File: src/rtl/alu2_bist_ctrl.sv
// rtl/alu2_bist_ctrl.sv - BIST controller: LFSR pattern source and MISR compactor for the alu4_cl ALU
//
// Purpose: drives pseudo-random 10-bit patterns onto the ALU inputs and
// compacts its 6-bit responses into a signature. It reports a pass/fail
// verdict against a supplied golden signature.
//
// Optional feature macro: ALU2_BIST_RESP_REG_EN
//   defined   - resp_in is registered before the MISR, and one DRAIN cycle
//               absorbs the final response.
//   undefined - resp_in feeds the MISR directly, and RUN goes straight to DONE.
//
// Ports:
//   clk        in   rising-edge clock
//   rst_n      in   asynchronous active-low reset
//   start      in   begin a run (honoured in IDLE or DONE only)
//   busy       out  high in RUN and DRAIN
//   done       out  high in DONE until the next accepted start
//   pat_out    out  [9:0] pattern to the ALU (bit i -> pi<i>)
//   resp_in    in   [5:0] ALU response (bit i <- po<i>)
//   golden     in   [5:0] expected signature
//   signature  out  [5:0] MISR contents
//   pat_count  out  [9:0] responses absorbed in the current/last run
//   pass       out  done & (signature == golden)

module alu2_bist_ctrl #(
  parameter int         PATTERNS = 1023,
  parameter logic [9:0] SEED     = 10'h001
) (
  input  logic       clk,
  input  logic       rst_n,
  input  logic       start,
  output logic       busy,
  output logic       done,
  output logic [9:0] pat_out,
  input  logic [5:0] resp_in,
  input  logic [5:0] golden,
  output logic [5:0] signature,
  output logic [9:0] pat_count,
  output logic       pass
);

  // An all-zero seed would lock the LFSR up, so substitute 1.
  localparam logic [9:0] SEED_EFF = (SEED == 10'h000) ? 10'h001 : SEED;
  localparam logic [9:0] LAST_IDX = 10'(PATTERNS - 1);

  typedef enum logic [1:0] {IDLE, RUN, DRAIN, DONE} state_t;

  state_t     state;
  logic [9:0] lfsr;
  logic [9:0] drv_cnt;  // patterns already driven before the current cycle
  logic [5:0] sig;
  logic [9:0] cnt;
  logic       busy_q;
  logic       done_q;

`ifdef ALU2_BIST_RESP_REG_EN
  logic [5:0] resp_q;
  logic       resp_vld;  // resp_q holds a response not yet absorbed
`endif

  // MISR step for x^6+x+1: feedback from bit 5 enters bits 0 and 1.
  function automatic logic [5:0] misr_next(input logic [5:0] s, input logic [5:0] r);
    return {s[4] ^ r[5],
            s[3] ^ r[4],
            s[2] ^ r[3],
            s[1] ^ r[2],
            s[0] ^ s[5] ^ r[1],
            s[5] ^ r[0]};
  endfunction

  always_ff @(posedge clk or negedge rst_n) begin
    if (!rst_n) begin
      state   <= IDLE;
      lfsr    <= SEED_EFF;
      drv_cnt <= 10'd0;
      sig     <= 6'h00;
      cnt     <= 10'd0;
      busy_q  <= 1'b0;
      done_q  <= 1'b0;
`ifdef ALU2_BIST_RESP_REG_EN
      resp_q   <= 6'h00;
      resp_vld <= 1'b0;
`endif
    end else begin
      case (state)
        IDLE, DONE: begin
          if (start) begin
            state   <= RUN;
            lfsr    <= SEED_EFF;
            drv_cnt <= 10'd0;
            sig     <= 6'h00;
            cnt     <= 10'd0;
            busy_q  <= 1'b1;
            done_q  <= 1'b0;
`ifdef ALU2_BIST_RESP_REG_EN
            resp_vld <= 1'b0;
`endif
          end
        end

        RUN: begin
          lfsr    <= {lfsr[8:0], lfsr[9] ^ lfsr[6]};
          drv_cnt <= drv_cnt + 10'd1;
`ifdef ALU2_BIST_RESP_REG_EN
          // Absorb the previous cycle's response; the first RUN cycle has none.
          resp_q   <= resp_in;
          resp_vld <= 1'b1;
          if (resp_vld) begin
            sig <= misr_next(sig, resp_q);
            cnt <= cnt + 10'd1;
          end
          if (drv_cnt == LAST_IDX) begin
            state <= DRAIN;
          end
`else
          sig <= misr_next(sig, resp_in);
          cnt <= cnt + 10'd1;
          if (drv_cnt == LAST_IDX) begin
            state  <= DONE;
            busy_q <= 1'b0;
            done_q <= 1'b1;
          end
`endif
        end

        DRAIN: begin
`ifdef ALU2_BIST_RESP_REG_EN
          sig      <= misr_next(sig, resp_q);
          cnt      <= cnt + 10'd1;
          resp_vld <= 1'b0;
`endif
          state  <= DONE;
          busy_q <= 1'b0;
          done_q <= 1'b1;
        end

        default: begin
          state  <= IDLE;
          busy_q <= 1'b0;
          done_q <= 1'b0;
        end
      endcase
    end
  end

  // The pattern is gated by the state so that it drops to zero outside RUN
  // without waiting for a clock, including during an asynchronous reset.
  assign pat_out   = (state == RUN) ? lfsr : 10'h000;
  assign busy      = busy_q;
  assign done      = done_q;
  assign signature = sig;
  assign pat_count = cnt;
  assign pass      = done_q & (sig == golden);

endmodule

File: config.mk
export PLATFORM = sky130hd
export DESIGN_NAME = alu2_bist_ctrl
export DESIGN_NICKNAME = d
export VERILOG_FILES = /design/src/rtl/alu2_bist_ctrl.sv
export SDC_FILE = /design/constraint.sdc
export NUM_CORES = 1
export LEC_CHECK = 0
export BUFFER_PORTS_ARGS = -buffer_cell sky130_fd_sc_hd__buf_2
export CAP_MARGIN = 20
export CORE_ASPECT_RATIO = 0.8
export CORE_MARGIN = 2
export CORE_UTILIZATION = 45
export DETAILED_ROUTE_END_ITERATION = 7
export GPL_ROUTABILITY_DRIVEN = 0
export GPL_TIMING_DRIVEN = 1
export PLACE_DENSITY = 0.68
export RECOVER_POWER = 100
export SYNTH_ARGS = -nofsm -noshare
export SYNTH_HDL_FRONTEND = slang
export SYNTH_SLANG_ARGS = --single-unit
File: constraint.sdc
create_clock -name clk -period 3.06 [get_ports clk]
set_input_delay 0.306 -clock clk [delete_from_list [all_inputs] [get_ports clk]]
set_output_delay 0.306 -clock clk [all_outputs]
set_load 0.05 [all_outputs]
* Word level (Yosys, flattened, before mapping)
Cells that the tools add are included.
Word-level totals: latch bits 0, input bits 15, register bits after elaboration 40, word-level logic and storage cells 47, bits in read-only memories 0, memory bits (writable) 0, memories 0
Cells by class: eq/ne operators 7, muxes and demuxes 17, $mul 0, add/sub/neg operators 2, order comparisons 0, div/mod/pow operators 0, shift operators 0, reductions and logical operators 5, bitwise operators 9
Operators with widths (count):
- $pmux 10 s2 | 3
- $mux 10 | 3
- $add 10x1->10 const B | 2
- $pmux 6 s2 | 1
- $eq 10x10->1 const B | 1
- $xor 1x1->1 | 8
- $eq 6x6->1 | 1
- $mux 6 | 1
- $pmux 1 s3 | 2
- $pmux 2 s3 | 1
- $eq 2x2->1 const B | 2
- $mux 1 | 4
- $mux 2 | 2
- $ne 2x2->1 const B | 2
- $reduce_and 2->1 | 2
- $eq 2x1->1 const B | 1
- $logic_not 2->1 | 1
- $reduce_bool 2->1 | 1
- $reduce_or 2->1 | 1
- $and 1x1->1 | 1

* Logic depth before layout (Yosys ltp)
depth in word-level cells 4, mapped depth 8

* Worst setup path after synthesis
OpenSTA, ideal clock, no wires.
path kind reg2out, from register sig[0] (netlist: signature[0]), to output port pass, data required time 2.754 ns, cell stages (with the launch flop) 4, buffers on the path 0, data arrival time 2.410 ns, slack 0.344 ns, cells stage by stage dfrtp_1 xnor2_1 nand4_1 nor4_1
Between the ends: cells in the longest elaborated chain, start to end 2
Ends and longest elaborated chain:
- start, declared | line 51 | logic [5:0] sig;
- start signal, assigned | line 116 | sig <= misr_next(sig, resp_in);
- $eq 6x6->1 | line 153 | assign pass = done_q & (sig == golden);
- $and 1x1->1 | line 153
- end, declared | line 39 | output logic pass
No other way between the ends.

* Worst setup path after layout
from register state[1], to register drv_cnt[8]
Between the ends: cells in the longest elaborated chain, start to end 4, elaborated cells on any way between the ends 8, classes of those cells eq/ne (3); mux (1); reduce/logical (4)
Ends and longest elaborated chain:
- start, declared | line 48 | state_t state;
- start signal, assigned | line 73 | state <= IDLE;
- start signal, assigned | line 88 | state <= RUN;
- start signal, assigned | line 119 | state <= DONE;
- $eq 2x2->1 or $logic_not 2->1 (tied branches) | line 85 | case (state)
- $reduce_or 2->1 | line 85
- $ne 2x2->1 (no source line) or $reduce_bool 2->1 (tied branches)
- $reduce_and 2->1 (no source line)
- end signal, assigned | line 103 | drv_cnt <= drv_cnt + 10'd1;
- end, declared | line 50 | logic [9:0] drv_cnt;
Several ways; a longest one is shown, not always the timed one. A chain may end at the register's enable or synchronous reset.

==> metrics.md <==
| Metric | Value |
|---|---|
| Pwr Density | `1080 nW/um2` |
| FFs w/ async S/R, synth | `100%` |
| Hpwl dp | `2.96 mm` |
| Die ar. | `~5300 um2` |
| Area grow syn2layout | `14.7%` |
| Worst Setup Start Kind | `flop` |
| Worst reg2reg path depth | `6` |
| Top_reg_cell synth | `dfrtp_1` |
| Number of setup buffers added after CTS | `0` |
| Bufs on Longest Clock Path | `2` |
| Hold Fails Final Rpt | `0` |
| Die height | `roughly 65 um` |
| Syn avg cell area | `roughly 10 um2` |
| Part of the cycle the worst path needs | `77.7%` |
| Clk_lat worst skew | `roughly 0.3 ns` |
| Critical path cell sequence | `inv_1 > ha_1 > mux2i_4 > clkbuf_1 > nor3_1 > a221o_1` |
| Hold path depth | `3` |
| Setup CP Type | `flop to flop` |
| Worst Tran Pin Value | `a little over 2 ns` |
| Violated checks | `max-capacitance violations, max-slew violations` |
| Post-synth EDFFs | `0` |
| Crit-path slowest cell | `mux2i_4` |
| Setup Viol. Count Final | `0` |
| Worst-path fanout max | `15` |
| Area leader, netlist | `dfrtp_1` |
| RSZ-0062 raised after global routing | `false` |
| Compound-Gate Fraction of Synth Area | `a little under a fifth` |
| Reg2Reg Setup Slack | `0.68 ns` |
| DR vias/cell | `between 5 and 6` |
| Slew headroom | `-38.2%` |
| DRT Pass-1 Iters | `4` |
| Max cap viols | `1` |
| XOR/XNOR share of the synthesized area | `slightly below 6%` |
| CTS root buf | `clkbuf_8` |
| DR iter-0 viols | `between 100 and 150` |
| Inserted Clock Buffers | `5` |
| GR Overflow Total | `0` |
| DRC viols | `0` |
| Simple-gate portion of the synthesized area | `about a fifth` |
| Fmax | `between 0.4 and 0.5 GHz` |
| Cell Count, Final, Fillers Out | `314` |
| Max stage delay on crit path | `approximately 0.52 ns` |
| Leakage | `0.00103 uW` |
| Ys Warns | `0` |
| Die X | `approximately 81 um` |
| Share of the synthesized area in the top cell type | `between 40% and 50%` |
| Final Power | `approximately 2600 uW` |
| Status | `complete, but fails checks` |
| Distinct cells, synth | `45` |
| Most frequent cells in the layout | `dfrtp_1 (38), nand2_1 (31), clkbuf_1 (31)` |
| Commonest non-fill, non-tap cell in the layout | `dfrtp_1` |
| Data required time at the worst endpoint | `roughly 3.3 ns` |
| Setup TNS after final layout | `0 ns` |
| Max VDD drop | `about 0.54 mV` |
| Sink Count | `39` |
| Adder-cell share of the synthesized area | `2.37%` |
| Final number of max-transition violations | `40` |
| Routed Antenna Nets | `0` |
| Hold buffers post-CTS | `0` |
| Post-Synthesis Cells | `~210` |
| Diode count | `0` |
| Final Critical Period | `2.38 ns` |
| H-tree level count | `2` |
| Reg2reg end | `drv_cnt[8]` |
| WL final | `4.44 mm` |
| Number of I/O port buffers | `43` |
| Worst hold start | `resp_in[2]` |
| Critical Path End Type | `flop` |
| Fin nets | `between 200 and 300` |
| Synthesized Nets | `230` |
| GRT Total Usage | `19.0%` |
| Largest family of logic cells by synthesized area | `simple AND/OR/NAND/NOR gates` |
| Clock Pin Slew Worst Setup and Hold Paths | `around 0.08 ns` |
| Reg2reg start | `state[1]` |
| Share of layout cells above drive strength 1 | `under 10%` |
| Post-synthesis mux area share | `slightly above 2%` |
| Endpoint of the worst hold path | `signature[2]` |
| Sequential-to-total area share from yosys stat | `roughly 46%` |
| CTS tree | `done` |
| PostCTS Resize Cnt | `0` |
| WL/cell | `roughly 14 um` |
| Via count | `1756` |
| Io pins | `44` |
| First-pass GRT wire length | `7.86 mm` |
| #FFs+latches synth | `39` |
| Crit path DAT | `~2.6 ns` |
| Post-Syn Area | `roughly 2100 um2` |
| # rows | `22` |
| Dpl cells | `about 310` |
| Antenna violations before repair | `0` |
| Layout Skew | `slightly below 0.009 ns` |
| Largest net degree at the start of global routing | `40` |
| Hold Path Class | `input port to flop` |
| CORE AREA | `between 4000 and 5000 um2` |
| Top cells by area, synth | `dfrtp_1 (45%), nand2_1 (5.5%), a22o_1 (4.2%)` |
| Initial cell density of the core | `46.4%` |
| Vias in the first global route | `around 1.6k` |
==> worst max-delay path by stage <==
stage	start	to	slack, ns	cells after the start
2_1_floorplan	signature[0]	pass	0.34	3
3_3_place_gp	state[1]	drv_cnt[8]	0.96	6
6_report	state[1]	drv_cnt[8]	0.68	6
4_1_cts	state[1]	drv_cnt[6]	0.86	6
3_5_place_dp	state[1]	drv_cnt[6]	0.89	6
5_1_grt	state[1]	drv_cnt[8]	0.48	6
==> logic make-up (layout without fill, tap and decap cells) <==
group                      count (synthesis)  after routing
DFF                                       39             39
AOI/OAI and AO/OA                         52             52
adders and majority gates                  4              4
xor gates and xnor gates                  14             14
buffers and inverters                     15             58
muxes                                      3              3
and+or+nand+nor                           84             84
==> per-stage QoR <==
step                hold slack (ns)  util, %  instance area (um2)  setup WS [ns]
global placement              0.467     51.8                 2350          0.957
detailed placement            0.481     51.8                 2350          0.891
CTS                           0.150     54.3                 2470          0.858
global route                  0.302     53.3                 2420          0.476
floorplan                    0.0104        -                 2110          0.344
finish                        0.291     53.3                 2420          0.682
==> area by class of cell <==
type                            instances  area [um2]
Sequential cell                        39         977
Multi-Input combinational cell        157        1040
Clock inverter                          3        43.8
Fill cell                             439        2120
Clock buffer                            5        68.8
Timing Repair Buffer                   46         196
Tap cell                               60        75.1
Inverter                                4        15.0
==> flip-flops by register name, indices dropped and copies added, names as in the netlist <==
signal,count
busy,1
pat_count,10
signature,6
drv_cnt,10
lfsr,10
state,2
==> cell usage after synthesis (4+ instances only) <==
cell type	instances
a22o_1	10
and2_1	10
and3_1	6
buf_2	4
clkbuf_1	4
dfrtp_1	38
ha_1	4
nand2_1	31
nand3_1	7
nand4_1	5
nor2b_1	5
o211ai_1	5
o21ai_0	11
o311ai_1	4
or3_1	5
xnor2_1	10
xor2_1	4
==> worst max-delay path, delay by kind of cell (launching register included) <==
family                     cells  cell delay [ns]
and+or+nand+nor                1             0.09
buffers and inverters          2             0.50
DFF                            1             0.38
muxes                          1             0.52
AOI/OAI and AO/OA              1             0.32
adders and majority gates      1             0.46
==> report_power, final <==
group	total, uW	internal (uW)	leakage, uW	switching (uW)
sequential	901	690	0.000512	212
combinational	1270	362	0.000462	907
clock	439	243	0.0000581	196
==> layer usage <==
metal,vias to the layer above,routed length (um),GRT usage (%)
met5,-,0,0
met4,0,63,5.72
met3,7,207,4.26
met2,41,1880,27.3
met1,845,2290,28.6
li1,863,-,-
Note: power is estimated with default switching activity, not from simulation.
